==> src/rtl/instr_fetch_pkg.sv <==
// Shared fetch-stage types and constants: architectural widths, PC step and
// the FIFO entry layout carried from the memory response to decode.
package instr_fetch_pkg;

    localparam int unsigned XLEN         = 32;
    localparam logic [31:0] RESET_PC_DEF = 32'h0000_0000;
    localparam logic [31:0] PC_INC       = 32'd4;

    typedef enum logic {
        ST_RUN,
        ST_DRAIN
    } fetch_state_e;

    typedef struct packed {
        logic [XLEN-1:0] instr;
        logic [XLEN-1:0] pc;
    } fetch_entry_t;

    function automatic logic [XLEN-1:0] word_align(input logic [XLEN-1:0] addr);
        return addr & ~32'h3;
    endfunction

endpackage

==> src/rtl/instr_fetch_if.sv <==
// Fetch-stage bus bundle: instruction-memory request/response, decode
// delivery and redirect. master = fetch unit, slave = its environment.
interface instr_fetch_if;

    logic        imem_req_valid;
    logic        imem_req_ready;
    logic [31:0] imem_addr;
    logic        imem_rsp_valid;
    logic [31:0] imem_rsp_data;
    logic        instr_valid;
    logic        instr_ready;
    logic [31:0] instr;
    logic [31:0] instr_pc;
    logic        redirect_valid;
    logic [31:0] redirect_pc;

    modport master (
        output imem_req_valid, imem_addr, instr_valid, instr, instr_pc,
        input  imem_req_ready, imem_rsp_valid, imem_rsp_data, instr_ready,
               redirect_valid, redirect_pc
    );

    modport slave (
        input  imem_req_valid, imem_addr, instr_valid, instr, instr_pc,
        output imem_req_ready, imem_rsp_valid, imem_rsp_data, instr_ready,
               redirect_valid, redirect_pc
    );

endinterface

==> src/rtl/instr_fetch_fifo.sv <==
// Synchronous FIFO with flush and registered storage; head is read straight
// from the storage array. A push into a full FIFO is accepted when paired with a pop.
module fetch_fifo #(
    parameter int unsigned WIDTH = 64,
    parameter int unsigned DEPTH = 2
) (
    input  logic                       clk_i,
    input  logic                       rst_i,
    input  logic                       flush_i,
    input  logic                       push_i,
    input  logic [WIDTH-1:0]           push_data_i,
    input  logic                       pop_i,
    output logic [$clog2(DEPTH+1)-1:0] count_o,
    output logic                       head_valid_o,
    output logic [WIDTH-1:0]           head_data_o
);

    localparam int unsigned CW = $clog2(DEPTH + 1);
    localparam int unsigned PW = (DEPTH > 1) ? $clog2(DEPTH) : 1;

    logic [WIDTH-1:0] mem_q [DEPTH];
    logic [PW-1:0]    rd_ptr_q, rd_ptr_d;
    logic [PW-1:0]    wr_ptr_q, wr_ptr_d;
    logic [CW-1:0]    count_q, count_d;
    logic             do_push, do_pop;

    assign do_pop  = pop_i && (count_q != '0);
    assign do_push = push_i && ((count_q != CW'(DEPTH)) || do_pop);

    always_comb begin
        rd_ptr_d = rd_ptr_q;
        wr_ptr_d = wr_ptr_q;
        count_d  = count_q;
        if (flush_i) begin
            rd_ptr_d = '0;
            wr_ptr_d = '0;
            count_d  = '0;
        end else begin
            if (do_push) wr_ptr_d = wr_ptr_q + 1'b1;
            if (do_pop)  rd_ptr_d = rd_ptr_q + 1'b1;
            if (do_push && !do_pop)      count_d = count_q + 1'b1;
            else if (!do_push && do_pop) count_d = count_q - 1'b1;
        end
    end

    always_ff @(posedge clk_i) begin
        if (rst_i) begin
            rd_ptr_q <= '0;
            wr_ptr_q <= '0;
            count_q  <= '0;
            for (int unsigned i = 0; i < DEPTH; i++) mem_q[i] <= '0;
        end else begin
            rd_ptr_q <= rd_ptr_d;
            wr_ptr_q <= wr_ptr_d;
            count_q  <= count_d;
            if (do_push && !flush_i) mem_q[wr_ptr_q] <= push_data_i;
        end
    end

    assign count_o      = count_q;
    assign head_valid_o = (count_q != '0);
    assign head_data_o  = mem_q[rd_ptr_q];

endmodule

==> src/rtl/instr_fetch.sv <==
// Fetch stage: owns the PC, issues credit-limited word reads, tags responses
// with their request PC and discards responses made stale by a redirect.
module instr_fetch
    import instr_fetch_pkg::*;
#(
    parameter logic [31:0] RESET_PC  = RESET_PC_DEF,
    parameter int unsigned DEPTH     = 2,
    parameter int unsigned MAX_OUTST = 2
) (
    input  logic          clk,
    input  logic          reset,
    instr_fetch_if.master bus
);

    localparam int unsigned OW = $clog2(MAX_OUTST + 1);
    localparam int unsigned CW = $clog2(DEPTH + 1);
    localparam int unsigned TW = (MAX_OUTST > 1) ? $clog2(MAX_OUTST) : 1;

    fetch_state_e  state_q, state_d;
    logic [31:0]   pc_q, pc_d;
    logic [OW-1:0] outst_q, outst_d;
    logic [OW-1:0] drop_q, drop_d;
    logic [31:0]   tag_q [MAX_OUTST];
    logic [TW-1:0] tag_wr_q, tag_wr_d;
    logic [TW-1:0] tag_rd_q, tag_rd_d;

    logic [CW-1:0] fifo_count;
    logic          fifo_valid;
    fetch_entry_t  fifo_head;
    fetch_entry_t  push_entry;
    logic          fifo_push, fifo_pop;
    logic          credit_ok, req_valid, req_fire;

    function automatic logic [TW-1:0] tag_next(input logic [TW-1:0] ptr);
        return (ptr == TW'(MAX_OUTST - 1)) ? '0 : ptr + 1'b1;
    endfunction

    // Credits count words already buffered plus words still in flight.
    assign credit_ok = (32'(outst_q) < MAX_OUTST) &&
                       ((32'(fifo_count) + 32'(outst_q)) < DEPTH);
    assign req_valid = !reset && !bus.redirect_valid && credit_ok;
    assign req_fire  = req_valid && bus.imem_req_ready;

    always_comb begin
        state_d   = state_q;
        pc_d      = pc_q;
        outst_d   = outst_q;
        drop_d    = drop_q;
        tag_wr_d  = tag_wr_q;
        tag_rd_d  = tag_rd_q;
        fifo_push = 1'b0;

        if (req_fire) begin
            pc_d     = pc_q + PC_INC;
            outst_d  = outst_d + 1'b1;
            tag_wr_d = tag_next(tag_wr_q);
        end
        // Tags retire with every response, kept or dropped, to stay in step with memory.
        if (bus.imem_rsp_valid) begin
            outst_d  = outst_d - 1'b1;
            tag_rd_d = tag_next(tag_rd_q);
        end

        unique case (state_q)
            ST_RUN: begin
                if (bus.imem_rsp_valid) fifo_push = 1'b1;
            end
            ST_DRAIN: begin
                if (bus.imem_rsp_valid) begin
                    drop_d = drop_q - 1'b1;
                    if (drop_q == OW'(1)) state_d = ST_RUN;
                end
            end
        endcase

        // Redirect overrides: everything still in flight after this edge is stale.
        if (bus.redirect_valid) begin
            pc_d      = word_align(bus.redirect_pc);
            drop_d    = outst_d;
            state_d   = (outst_d != '0) ? ST_DRAIN : ST_RUN;
            fifo_push = 1'b0;
        end
    end

    always_ff @(posedge clk) begin
        if (reset) begin
            state_q  <= ST_RUN;
            pc_q     <= RESET_PC;
            outst_q  <= '0;
            drop_q   <= '0;
            tag_wr_q <= '0;
            tag_rd_q <= '0;
        end else begin
            state_q  <= state_d;
            pc_q     <= pc_d;
            outst_q  <= outst_d;
            drop_q   <= drop_d;
            tag_wr_q <= tag_wr_d;
            tag_rd_q <= tag_rd_d;
        end
    end

    always_ff @(posedge clk) begin
        if (req_fire) tag_q[tag_wr_q] <= pc_q;
    end

    assign push_entry = '{instr: bus.imem_rsp_data, pc: tag_q[tag_rd_q]};
    assign fifo_pop   = fifo_valid && bus.instr_ready;

    fetch_fifo #(
        .WIDTH($bits(fetch_entry_t)),
        .DEPTH(DEPTH)
    ) u_fifo (
        .clk_i       (clk),
        .rst_i       (reset),
        .flush_i     (bus.redirect_valid),
        .push_i      (fifo_push),
        .push_data_i (push_entry),
        .pop_i       (fifo_pop),
        .count_o     (fifo_count),
        .head_valid_o(fifo_valid),
        .head_data_o (fifo_head)
    );

    assign bus.imem_req_valid = req_valid;
    assign bus.imem_addr      = pc_q;
    assign bus.instr_valid    = fifo_valid;
    assign bus.instr          = fifo_head.instr;
    assign bus.instr_pc       = fifo_head.pc;

endmodule

==> src/flat_wrapper.sv <==
// flat-port wrapper written by rule: the top's interface ports become plain ports
module instr_fetch_flat import instr_fetch_pkg::*;
#(
    parameter logic [31:0] RESET_PC  = RESET_PC_DEF,
    parameter int unsigned DEPTH     = 2,
    parameter int unsigned MAX_OUTST = 2
)
  (clk, reset, bus_imem_req_valid, bus_imem_addr, bus_instr_valid, bus_instr, bus_instr_pc, bus_imem_req_ready, bus_imem_rsp_valid, bus_imem_rsp_data, bus_instr_ready, bus_redirect_valid, bus_redirect_pc);
  instr_fetch_if bus_i ();
  input  logic clk;
  input  logic reset;
  output wire logic [$bits(bus_i.imem_req_valid)-1:0] bus_imem_req_valid;
  output wire logic [$bits(bus_i.imem_addr)-1:0] bus_imem_addr;
  output wire logic [$bits(bus_i.instr_valid)-1:0] bus_instr_valid;
  output wire logic [$bits(bus_i.instr)-1:0] bus_instr;
  output wire logic [$bits(bus_i.instr_pc)-1:0] bus_instr_pc;
  input wire logic [$bits(bus_i.imem_req_ready)-1:0] bus_imem_req_ready;
  input wire logic [$bits(bus_i.imem_rsp_valid)-1:0] bus_imem_rsp_valid;
  input wire logic [$bits(bus_i.imem_rsp_data)-1:0] bus_imem_rsp_data;
  input wire logic [$bits(bus_i.instr_ready)-1:0] bus_instr_ready;
  input wire logic [$bits(bus_i.redirect_valid)-1:0] bus_redirect_valid;
  input wire logic [$bits(bus_i.redirect_pc)-1:0] bus_redirect_pc;
  assign bus_imem_req_valid = bus_i.imem_req_valid;
  assign bus_imem_addr = bus_i.imem_addr;
  assign bus_instr_valid = bus_i.instr_valid;
  assign bus_instr = bus_i.instr;
  assign bus_instr_pc = bus_i.instr_pc;
  assign bus_i.imem_req_ready = bus_imem_req_ready;
  assign bus_i.imem_rsp_valid = bus_imem_rsp_valid;
  assign bus_i.imem_rsp_data = bus_imem_rsp_data;
  assign bus_i.instr_ready = bus_instr_ready;
  assign bus_i.redirect_valid = bus_redirect_valid;
  assign bus_i.redirect_pc = bus_redirect_pc;
  instr_fetch #(.RESET_PC(RESET_PC), .DEPTH(DEPTH), .MAX_OUTST(MAX_OUTST)) u_core (.clk(clk), .reset(reset), .bus(bus_i));
endmodule
==> config.mk <==
export PLATFORM = sky130hd
export DESIGN_NAME = instr_fetch_flat
export DESIGN_NICKNAME = d
export VERILOG_FILES = /design/src/rtl/instr_fetch_pkg.sv /design/src/rtl/instr_fetch_if.sv /design/src/rtl/instr_fetch_fifo.sv /design/src/rtl/instr_fetch.sv /design/src/flat_wrapper.sv
export SDC_FILE = /design/constraint.sdc
export NUM_CORES = 1
export LEC_CHECK = 0
export CORE_MARGIN = 5
export CORE_UTILIZATION = 53
export DETAILED_ROUTE_END_ITERATION = 16
export PLACE_DENSITY = 0.89
export REMOVE_ABC_BUFFERS = 1
export SYNTH_ARGS = -nofsm -noshare
export SYNTH_HDL_FRONTEND = slang
export SYNTH_SLANG_ARGS = --single-unit
==> constraint.sdc <==
create_clock -name clk -period 10.4 [get_ports clk]
set_clock_uncertainty 0.1 [all_clocks]
set_input_delay 3.12 -clock clk [delete_from_list [all_inputs] [get_ports clk]]
set_output_delay 3.12 -clock clk [all_outputs]
set_load 0.05 [all_outputs]
==> key figures, run 1 <==
Yosys
  – Yosys top cell by area: edfxtp_1
  – Synth cell types: 51
  – Mapped Cells: around 740
  – Syn Std Cell Area: around 9700 µm²
  – Register area share after synthesis: about 66%
  – Synth Register Bits: 227
  – Ys async rst share: 0%
  – Post-Syn Area per Cell: approximately 13 µm²
  – Post-synth EDFFs: around 180
  – Synth top area cells: edfxtp_1 57%, dfxtp_1 8.9%, mux2_2 7.7%
  – YS warnings: 0
  – Top_reg_cell synth: edfxtp_1
  – Synth top area share: about 57%

Critical path
  – Critical path's slowest cell: clkdlybuf4s50_1
  – CP most frequent cell: clkdlybuf4s50_1
  – Setup crit start kind: input port
  – Critical path's largest stage delay: roughly 0.86 ns
  – Worst-path fanout max: 39
  – CP arrival: ~5.3 ns
  – Crit Path Category: in -> out
  – Family with the most delay on the worst path: buffers and inverters
  – Worst EP required: 7.18 ns
  – Critical Path End Type: primary output
  – Crit path cell chain: clkdlybuf4s50_1 -> buf_4 -> or2_2 -> nor4_1 -> clkdlybuf4s50_1
  – Worst path buffer plus inverter count: 3

Layout
  – Share of post-route cells with drive strength above 1: a little over an eighth
  – Register area: 6390 µm²
  – Fin nets: ~960
  – Synth-to-Final Area Change: 26.1%
  – Fillers: 1276
  – Most frequent cells in the layout: 184 x edfxtp_1, 161 x clkdlybuf4s50_1, 86 x nor2_1
  – Multi-input logic area: between 3000 and 4000 µm²
  – Diodes inserted: 0
  – Commonest non-fill, non-tap cell in the layout: edfxtp_1

Global routing
  – Vias in the first global route: around 6600
  – Met2 Use GR: roughly 36%
  – Most Used Layer, Global Route: met2
  – Routing usage on met1: between 20% and 30%
  – Met3 GRT Util: about 2.8%
  – Initial antenna violation count: 0
  – Gr usage total: between 20% and 30%
  – Global-route wire length before repair: 36200 µm
  – Largest net degree at the start of global routing: 63
  – Remaining Overflow, GRT: 0

Floorplan
  – Die Span X: ~150 µm
  – Site row count: 49
  – Die footprint: around 21000 µm²
  – Starting Density: 53.9%
  – Boundary Pins: around 170
  – Core Box Area: between 15000 and 20000 µm²
  – Die Y: approximately 150 µm

Hold path
  – Worst Hold Class: reg -> reg

Clock tree
  – Hold buffer count at cts: 0
  – Root Buffer: clkbuf_16
  – Clk_lat worst skew: 0.51 ns
  – Post-cts repair resize count: 0
  – Reg clk slew, reported paths: ~0.06 ns
  – CTS tree: built
  – Setup bufs post-CTS: 0
  – Num Clock Sinks: between 200 and 250
  – Total CTS buffers: 23
  – H-tree depth: 1
  – Clk buf depth: 3

Drt
  – DRC errors left: 0
  – Vias: 6604
  – Drt first pass iters: 6
  – DRT iter0 DRCs: 660
  – Drt total wl: approximately 23000 µm
  – DR WL/cell: 20.5 µm
  – Vias/cell: a little under 6
  – Antenna viol nets, final: 0

Power and ir drop
  – Peak VDD IR: roughly 0.00012 V
  – PwrDens: around 180 nW/µm²
  – Leak Pwr: between 4 and 5 nW

Timing
  – Max Fclk: ~120 MHz
  – Worst rel slew slack: 19.2%
  – Final setup violation count: 0
  – Worst-Margin Slew: about 1.2 ns
  – Final Hold Vio Count: 0
  – RSZ-0062 raised after global routing: no
  – Slew Limit Fails: 0
  – Min Hold Slack: around 0.41 ns
  – Final Critical Period: approximately 8.5 ns
  – Period utilization: between 80% and 90%
  – Setup TNS: 0 ns

Place
  – Placer Congestion: roughly 0.86
  – DPL Wire Length: 14700 µm
  – Quantity of I/O buffers inserted on ports: between 150 and 200

Status
  – Outcome: finished clean

Job
  – Max-cap viol count: 0
==> sequential cells by signal, summed over array words and instances (netlist names), named ones only <==
name / flops
u_core.tag_wr_q: 1
u_core.u_fifo.wr_ptr_q: 1
u_core.u_fifo.mem_q: 124
u_core.u_fifo.rd_ptr_q: 1
u_core.tag_rd_q: 1
u_core.drop_q: 2
u_core.bus.imem_addr: 30
u_core.outst_q: 2
u_core.tag_q: 60
u_core.u_fifo.count_o: 2
u_core.state_q: 1
==> worst reg2reg max path: stages (launching register included) <==
cell and delay, ns:
dfxtp_1 0.45, and2_1 0.19, fa_1 0.44, or4b_1 0.70
or2_2 0.56, nor2_2 0.62, buf_4 0.41
==> power by group <==
part           switching [mW]  total, mW  internal (mW)
clock                   0.332      0.798          0.466
combinational           0.185      0.297          0.112
sequential             0.0350       1.06           1.03
==> layer usage <==
metal | wire [µm] | share of wire, %
met1 | 9050 | 39
met2 | 11700 | 51
met3 | 1760 | 7.6
met4 | 641 | 2.8
met5 | 0 | 0
==> Yosys cell counts, types with 2 or more instances <==
library cell  count
xnor2_1          10
nand4_1          12
a31oi_1          17
or4_1             2
a21oi_1          14
ha_1              3
o211ai_1          5
mux2_2           66
a32oi_1           2
edfxtp_1        184
nand3_1          10
buf_2             4
o22ai_1           4
and3_1           37
o21ai_0           8
a211oi_1          4
or2_2             4
xor2_1            6
nor3_1            5
and2_1           40
nor4_1            8
or3_1             8
dfxtp_1          43
a311o_1           2
a311oi_1          2
clkbuf_1         41
inv_1             8
and4_1            3
mux2i_1          30
o311ai_0          6
buf_4             4
nor2_1           88
nand2_1          40
==> cells by family (layout without fill, tap and decap cells) <==
kind of cell | after synthesis | count (layout) | share of synthesized area (%)
adders and majority gates | 4 | 4 | 0.593
xor gates and xnor gates | 16 | 16 | 1.44
other | 1 | 4 | 0.0386
AOI/OAI and AO/OA | 72 | 72 | 4.97
and+or+nand+nor | 264 | 264 | 14.0
buffers and inverters | 58 | 222 | 2.45
DFF | 227 | 227 | 65.8
muxes | 96 | 96 | 10.7
==> stage by stage <==
stage | worst slack [ns] | instance area [µm²] | std cells | util, % | total power, mW
2_1_floorplan | 1.75 | 9510 | 691 | - | 1.26
3_3_place_gp | 1.93 | 11500 | 1092 | 63.9 | 1.37
3_5_place_dp | 1.92 | 11500 | 1092 | 63.9 | 1.38
4_1_cts | 1.89 | 12200 | 1134 | 67.9 | 2.17
5_1_grt | 1.74 | 12200 | 1134 | 67.9 | 2.22
6_report | 1.90 | 12200 | 1134 | 67.9 | 2.16
==> worst paths after layout <==
path / from / to / slack [ns] / cells past startpoint
worst min-delay path: u_core.u_fifo.rd_ptr_q$_SDFFE_PP0N_ / flop / 0.41 / 2
worst max-delay path: bus_redirect_valid / bus_imem_req_valid / 1.90 / 5
worst max register to register: u_core.outst_q[0]$_SDFF_PP0_ / u_core.tag_q[0][30]$_DFFE_PP_ / 6.59 / 6
worst min register to register: u_core.u_fifo.rd_ptr_q$_SDFFE_PP0N_ / flop / 0.41 / 2
==> area by class of cell <==
cell class	count	area share [%]
timing repair buffer	172	13.8
clock buffer	31	5.03
clock inverter	11	0.899
multi-input combinational	456	25.5
tap	229	2.34
inverter	8	0.245
sequential	227	52.2
No activity file was read; power rests on OpenSTA's default activity.
==> inputs of run 2 (changes only) <==
==> constraint.sdc (replaced) <==
create_clock -name clk -period 8.38 [get_ports clk]
set_clock_uncertainty 0.1 [all_clocks]
set_input_delay 2.514 -clock clk [delete_from_list [all_inputs] [get_ports clk]]
set_output_delay 2.514 -clock clk [all_outputs]
set_load 0.05 [all_outputs]
==> run 2 against run 1 <==
Cell count is 0.18% higher. Register-to-register slack worse by 2.0 ns. Combinational power is 24% higher. Utilization is 0.65 points higher. Cell area is 0.96% higher. Sequential share of layout area is 0.50 points lower. Via count is 1.2% higher. Clock power is 38% higher. Die area stayed put. Critical path type unchanged. Count of clock-buffer cells in the layout is 1 higher. Sequential cell count stayed put. Critical endpoint unchanged. Highest routed layer unchanged.
==> key figures, run 2 (synthesis results as in run 1) <==
Global routing
  – Initial antenna violation count: 0 (unchanged)
  – Gr usage total: 21.0% (-0.079 points)
  – Met3 GRT Util: 3.05% (+0.22 points)
  – Met2 Use GR: 36.2% (-0.12 points)
  – Global-route wire length before repair: 36200 µm (+0.12%)
  – Remaining Overflow, GRT: 0 (unchanged)
  – Most Used Layer, Global Route: met2
  – Routing usage on met1: 27.8% (-0.065 points)
  – Vias in the first global route: 6605 (+0.43%)
  – Largest net degree at the start of global routing: 63 (unchanged)

Floorplan
  – Site row count: 49 (unchanged)
  – Die Span X: 145 µm (unchanged)
  – Starting Density: 53.9% (unchanged)
  – Core Box Area: 18000 µm² (unchanged)
  – Die footprint: 21100 µm² (unchanged)
  – Die Y: 145 µm (unchanged)
  – Boundary Pins: 168 (unchanged)

Timing
  – Final Hold Vio Count: 0 (unchanged)
  – PnR worst setup slack: 1.66 ns (-0.235 ns)
  – RSZ-0062 raised after global routing: no
  – Setup TNS: 0 ns (unchanged)
  – Final Critical Period: around 6.7 ns
  – Max Fclk: about 150 MHz
  – Period utilization: 80.1%
  – Min Hold Slack: 0.409 ns (-0.00593 ns)
  – Worst rel slew slack: 16.3% (-2.9 points)
  – Worst-Margin Slew: 1.26 ns (+0.0450 ns)
  – Slew Limit Fails: 0 (unchanged)
  – Final setup violation count: 0 (unchanged)

Clock tree
  – Root Buffer: clkbuf_16
  – H-tree depth: 1 (unchanged)
  – Post-cts repair resize count: 0 (unchanged)
  – Hold buffer count at cts: 0 (unchanged)
  – Reg clk slew, reported paths: 0.06 ns (about the same)
  – Total CTS buffers: 24 (+4.3%)
  – Num Clock Sinks: 227 (unchanged)
  – Clk buf depth: 3 (unchanged)
  – Clk_lat worst skew: 0.50 ns (about the same)
  – CTS tree: built
  – Setup bufs post-CTS: 0 (unchanged)

Power and ir drop
  – Peak VDD IR: 0.000192 V (+62%)
  – Tot Pwr: 2.78 mW (+29%)
  – Leak Pwr: 4.51 nW (+1.5%)
  – Seq pwr share: 47.4% (-1.8 points)
  – Net Sw Frac: 24.8% (-0.75 points)
  – Internal power: 2.09 mW (+30%)
  – Switching Power: 0.692 mW (+25%)
  – PwrDens: 225 nW/µm² (+28%)
  – Clk network pwr share: 39.4% (+2.4 points)
  – Combinational share of power: 13.2% (-0.6 points)

Layout
  – Fillers: 1221 (-4.3%)
  – Fin nets: 963 (+0.10%)
  – Max reg flops: 124 (unchanged)
  – Largest register by flop count: u_core.u_fifo.mem_q
  – Share of post-route cells with drive strength above 1: 14.3% (+0.74 points)
  – Commonest non-fill, non-tap cell in the layout: edfxtp_1
  – Synth-to-Final Area Change: 27.3%
  – Diodes inserted: 0 (unchanged)
  – Most frequent cells in the layout: 184 x edfxtp_1, 160 x clkdlybuf4s50_1, 86 x nor2_1

Drt
  – Vias/cell: 5.88 (+1.0%)
  – DR WL/cell: 20.2 µm (-1.0%)
  – Drt total wl: 23000 µm (-0.83%)
  – Vias: 6683 (+1.2%)
  – DRT iter0 DRCs: 600 (-9.1%)
  – Drt first pass iters: 5 (-1)
  – Antenna viol nets, final: 0 (unchanged)
  – DRC errors left: 0 (unchanged)

Place
  – Worst slack, placed: 1.68 ns (-0.238 ns)
  – Placer Congestion: 0.855 (-0.29%)
  – DPL Wire Length: 14700 µm (-0.19%)
  – Quantity of I/O buffers inserted on ports: 161 (unchanged)

Critical path
  – Critical Path End Type: primary output
  – Worst-path fanout max: 42 (+7.7%)
  – CP arrival: 4.10 ns (-1.18 ns)
  – Critical path's largest stage delay: 0.41 ns (-0.45 ns)
  – Crit Path Category: in -> out
  – Critical path's slowest cell: clkdlybuf4s50_1
  – CP most frequent cell: buf_4
  – Family with the most delay on the worst path: buffers and inverters
  – Crit path cell chain: clkdlybuf4s50_1 -> buf_4 -> or2_2 -> nor4_1 -> buf_4
  – Worst EP required: 5.77 ns (-1.41 ns)
  – Worst path buffer plus inverter count: 3 (unchanged)
  – Setup crit start kind: input port

Hold path
  – Worst Hold Class: reg -> reg

Status
  – Outcome: finished clean

Job
  – Max-cap viol count: 0 (unchanged)
run 2: cell count changes in the layout (fill, tap and decap cells not counted):
| cell | change |
|---|---|
| clkinv_4 | -1 |
| clkdlybuf4s50_1 | -1 |
| clkinv_1 | +1 |
| clkbuf_16 | +5 |
| clkbuf_8 | +1 |
| clkbuf_1 | -5 |
| buf_4 | +1 |
| clkinv_2 | +1 |
run 2: power groups by stage:
stage | Sequential, mW | Clock (mW) | Combinational [mW]
6_report | 1.32 | 1.10 | 0.368
5_1_grt | 1.32 | 1.16 | 0.386
2_1_floorplan | 1.36 | 0 | 0.195
3_3_place_gp | 1.34 | 0 | 0.362
4_1_cts | 1.32 | 1.11 | 0.370
3_5_place_dp | 1.34 | 0 | 0.367
run 2: worst paths after layout:
check	startpoint	end	slack, ns	cells after the start
hold / removal	u_core.tag_rd_q$_SDFFE_PP0P_	flop	0.41	2
setup reg to reg	u_core.outst_q[0]$_SDFF_PP0_	u_core.tag_q[0][22]$_DFFE_PP_	4.55	6
hold reg to reg	u_core.tag_rd_q$_SDFFE_PP0P_	flop	0.41	2
setup / recovery	reset	bus_imem_req_valid	1.66	5
run 2: layout make-up:
| class | instances | area [µm²] | share of cell area, % |
|---|---|---|---|
| multi-input cells | 456 | 3120 | 25.2 |
| flip-flops and latches | 227 | 6390 | 51.7 |
| repair buffers | 172 | 1690 | 13.7 |
| clock buffers | 32 | 736 | 5.95 |
| inverters | 8 | 30.0 | 0.243 |
| clock inverters | 12 | 110 | 0.891 |
| well taps | 229 | 287 | 2.32 |
run 2: metal layers:
layer  wire (µm)  part of all wire [%]  vias up
li1            -                     -     3051
met2       11500                    50      331
met3        1800                   7.8       46
met1        9030                    39     3255
met4         664                   2.9        0
met5           0                     0        -
run 2: worst min-delay path: cells and delay by family, from the launching register on:
family | cells | cell delay [ns]
XOR/XNOR | 1 | 0.09
flip-flops | 1 | 0.32
AND/OR/NAND/NOR | 1 | 0.08
run 2: stage by stage:
step / area, µm² / util [%] / cells
finish: 12400 / 68.6 / 1136
global route: 12400 / 68.6 / 1136
CTS: 12400 / 68.6 / 1136
detailed placement: 11500 / 63.9 / 1092
global placement: 11500 / 63.9 / 1092
floorplan: 9510 / - / 691
==> inputs of run 3 (changes only) <==
==> constraint.sdc (replaced) <==
create_clock -name clk -period 6.55 [get_ports clk]
set_clock_uncertainty 0.1 [all_clocks]
set_input_delay 1.965 -clock clk [delete_from_list [all_inputs] [get_ports clk]]
set_output_delay 1.965 -clock clk [all_outputs]
set_load 0.05 [all_outputs]
==> run 3 against run 2 <==
Cell area is 0.73% lower. Sequential power rose by 28%. Combinational power up 29%. Count of clock-buffer cells in the layout decreased by 4. Total power increased by 22%. Global-route usage about the same. Sequential share of layout area rose by 0.38 points. Sequential cell count did not move. Highest routed layer unchanged. Worst hold slack improved by 0.0021 ns.
==> key figures, run 3 (synthesis results as in run 1) <==
Layout
  – Share of post-route cells with drive strength above 1: 14.4% (+0.048 points)
  – Most frequent cells in the layout: 184 x edfxtp_1, 160 x clkdlybuf4s50_1, 86 x nor2_1
  – Largest register by flop count: u_core.u_fifo.mem_q
  – Max reg flops: 124 (unchanged)
  – Multi-input logic area: 3120 µm² (unchanged)
  – Final Core Density: 68.1% (-0.50 points)
  – Finished Layout Cells: 1134 (-0.18%)
  – Fillers: 1230 (+0.74%)
  – Fin nets: 963 (unchanged)
  – Commonest non-fill, non-tap cell in the layout: edfxtp_1
  – Register area: 6390 µm² (unchanged)
  – Synth-to-Final Area Change: 26.4%

Critical path
  – Worst EP required: 4.49 ns (-1.28 ns)
  – Crit Path Category: in -> out
  – Family with the most delay on the worst path: simple AND/OR/NAND/NOR gates
  – Critical path's largest stage delay: 0.41 ns (about the same)
  – Critical Path End Type: primary output
  – Worst path buffer plus inverter count: 2 (-1)
  – CP arrival: 3.38 ns (-0.72 ns)
  – Critical path's slowest cell: clkdlybuf4s50_1
  – Worst-path fanout max: 8 (-81%)
  – Setup crit start kind: input port
  – Crit path cell chain: clkdlybuf4s50_1 -> or2_2 -> nor4_1 -> buf_12

Global routing
  – Initial antenna violation count: 1 (+1)
  – Largest net degree at the start of global routing: 63 (unchanged)
  – Remaining Overflow, GRT: 0 (unchanged)
  – Global-route wire length before repair: 35800 µm (-1.2%)
  – Gr usage total: 21.0% (+0.045 points)
  – Vias in the first global route: 6519 (-1.3%)

Power and ir drop
  – Tot Pwr: 3.40 mW (+22%)
  – Leak Pwr: 4.46 nW (-1.1%)
  – Peak VDD IR: 0.000208 V (+8.3%)
  – PwrDens: 277 nW/µm² (+23%)

Floorplan
  – Boundary Pins: 168 (unchanged)
  – Die Y: 145 µm (unchanged)
  – Starting Density: 53.9% (unchanged)
  – Die footprint: 21100 µm² (unchanged)
  – Core Box Area: 18000 µm² (unchanged)
  – Die Span X: 145 µm (unchanged)
  – Site row count: 49 (unchanged)

Drt
  – DR WL/cell: 20.5 µm (+1.2%)
  – Vias: 6617 (-0.99%)
  – DRT iter0 DRCs: 730 (+22%)
  – Antenna viol nets, final: 0 (unchanged)
  – Vias/cell: 5.84 (-0.81%)
  – DRC errors left: 0 (unchanged)
  – Drt total wl: 23200 µm (+1.0%)
  – Drt first pass iters: 5 (unchanged)

Place
  – Quantity of I/O buffers inserted on ports: 161 (unchanged)
  – Placed cells: 1094 (+0.18%)
  – DPL Wire Length: 15000 µm (+1.9%)
  – Placer Congestion: 0.839 (-1.8%)
  – Worst slack, placed: 1.13 ns (-0.552 ns)

Hold path
  – Worst Hold Class: reg -> reg

Clock tree
  – Hold buffer count at cts: 0 (unchanged)
  – Reg clk slew, reported paths: 0.06 ns (about the same)
  – Clk buf depth: 3 (unchanged)
  – Clk_lat worst skew: 0.50 ns (about the same)
  – Num Clock Sinks: 227 (unchanged)
  – CTS tree: built
  – H-tree depth: 1 (unchanged)
  – Root Buffer: clkbuf_16
  – Post-cts repair resize count: 0 (unchanged)
  – Setup bufs post-CTS: 0 (unchanged)
  – Total CTS buffers: 22 (-8.3%)

Timing
  – Worst rel slew slack: 21.0% (+4.7 points)
  – Setup TNS: 0 ns (unchanged)
  – Final Hold Vio Count: 0 (unchanged)
  – Final Critical Period: between 5 and 6 ns
  – Slew Limit Fails: 0 (unchanged)
  – Worst-Margin Slew: 1.18 ns (-0.0712 ns)
  – Final setup violation count: 0 (unchanged)
  – Period utilization: between 80% and 90%
  – PnR worst setup slack: 1.10 ns (-0.564 ns)
  – Max Fclk: roughly 180 MHz
  – RSZ-0062 raised after global routing: no

Job
  – Max-cap viol count: 0 (unchanged)

Status
  – Outcome: finished clean
## run 3: changes by cell type in the layout (fill, tap and decap cells not counted), sizes merged
cell,delta
clkbuf,-4
clkinvlp,+2
inv,-1
buf,+2
diode,+1
bufinv,-1
clkinv,-1
## run 3: report_power, final
part,switching [mW],internal [mW],leakage (nW),total [mW]
Clock,0.523,0.714,0.345,1.24
Combinational,0.293,0.180,1.91,0.473
Sequential,0.0582,1.63,2.20,1.69
## run 3: cell type report
cell class,count,share of cell area [%]
Antenna cell,1,0.0204
Clock buffer,28,5.09
Clock inverter,11,0.724
Inverter,8,0.245
Multi-Input combinational cell,456,25.4
Sequential cell,227,52.1
Tap cell,229,2.33
Timing Repair Buffer,174,14.1
## run 3: routing by layer
| metal | global-route usage (%) | part of all wire, % | up-vias |
|---|---|---|---|
| met1 | 27.5 | 39 | 3204 |
| met5 | 0 | 0 | - |
| met3 | 3.02 | 7.5 | 50 |
| met4 | 6.44 | 2.8 | 0 |
| li1 | - | - | 3039 |
| met2 | 36.5 | 50 | 324 |
## run 3: worst paths after layout
path                                          from                             to  slack, ns  cells past startpoint
max reg2reg           u_core.outst_q[0]$_SDFF_PP0_  u_core.tag_q[0][21]$_DFFE_PP_       2.98                      6
min          u_core.bus.imem_addr[31]$_SDFFE_PP0P_  u_core.tag_q[1][31]$_DFFE_PP_       0.41                      0
min reg2reg  u_core.bus.imem_addr[31]$_SDFFE_PP0P_  u_core.tag_q[1][31]$_DFFE_PP_       0.41                      0
max                             bus_redirect_valid             bus_imem_req_valid       1.10                      4
## run 3: metrics by stage
stage / hold WS, ns / area (µm²)
floorplan: 0.372 / 9510
global placement: 0.390 / 11600
detailed placement: 0.399 / 11600
CTS: 0.414 / 12300
global route: 0.436 / 12300
finish: 0.411 / 12300
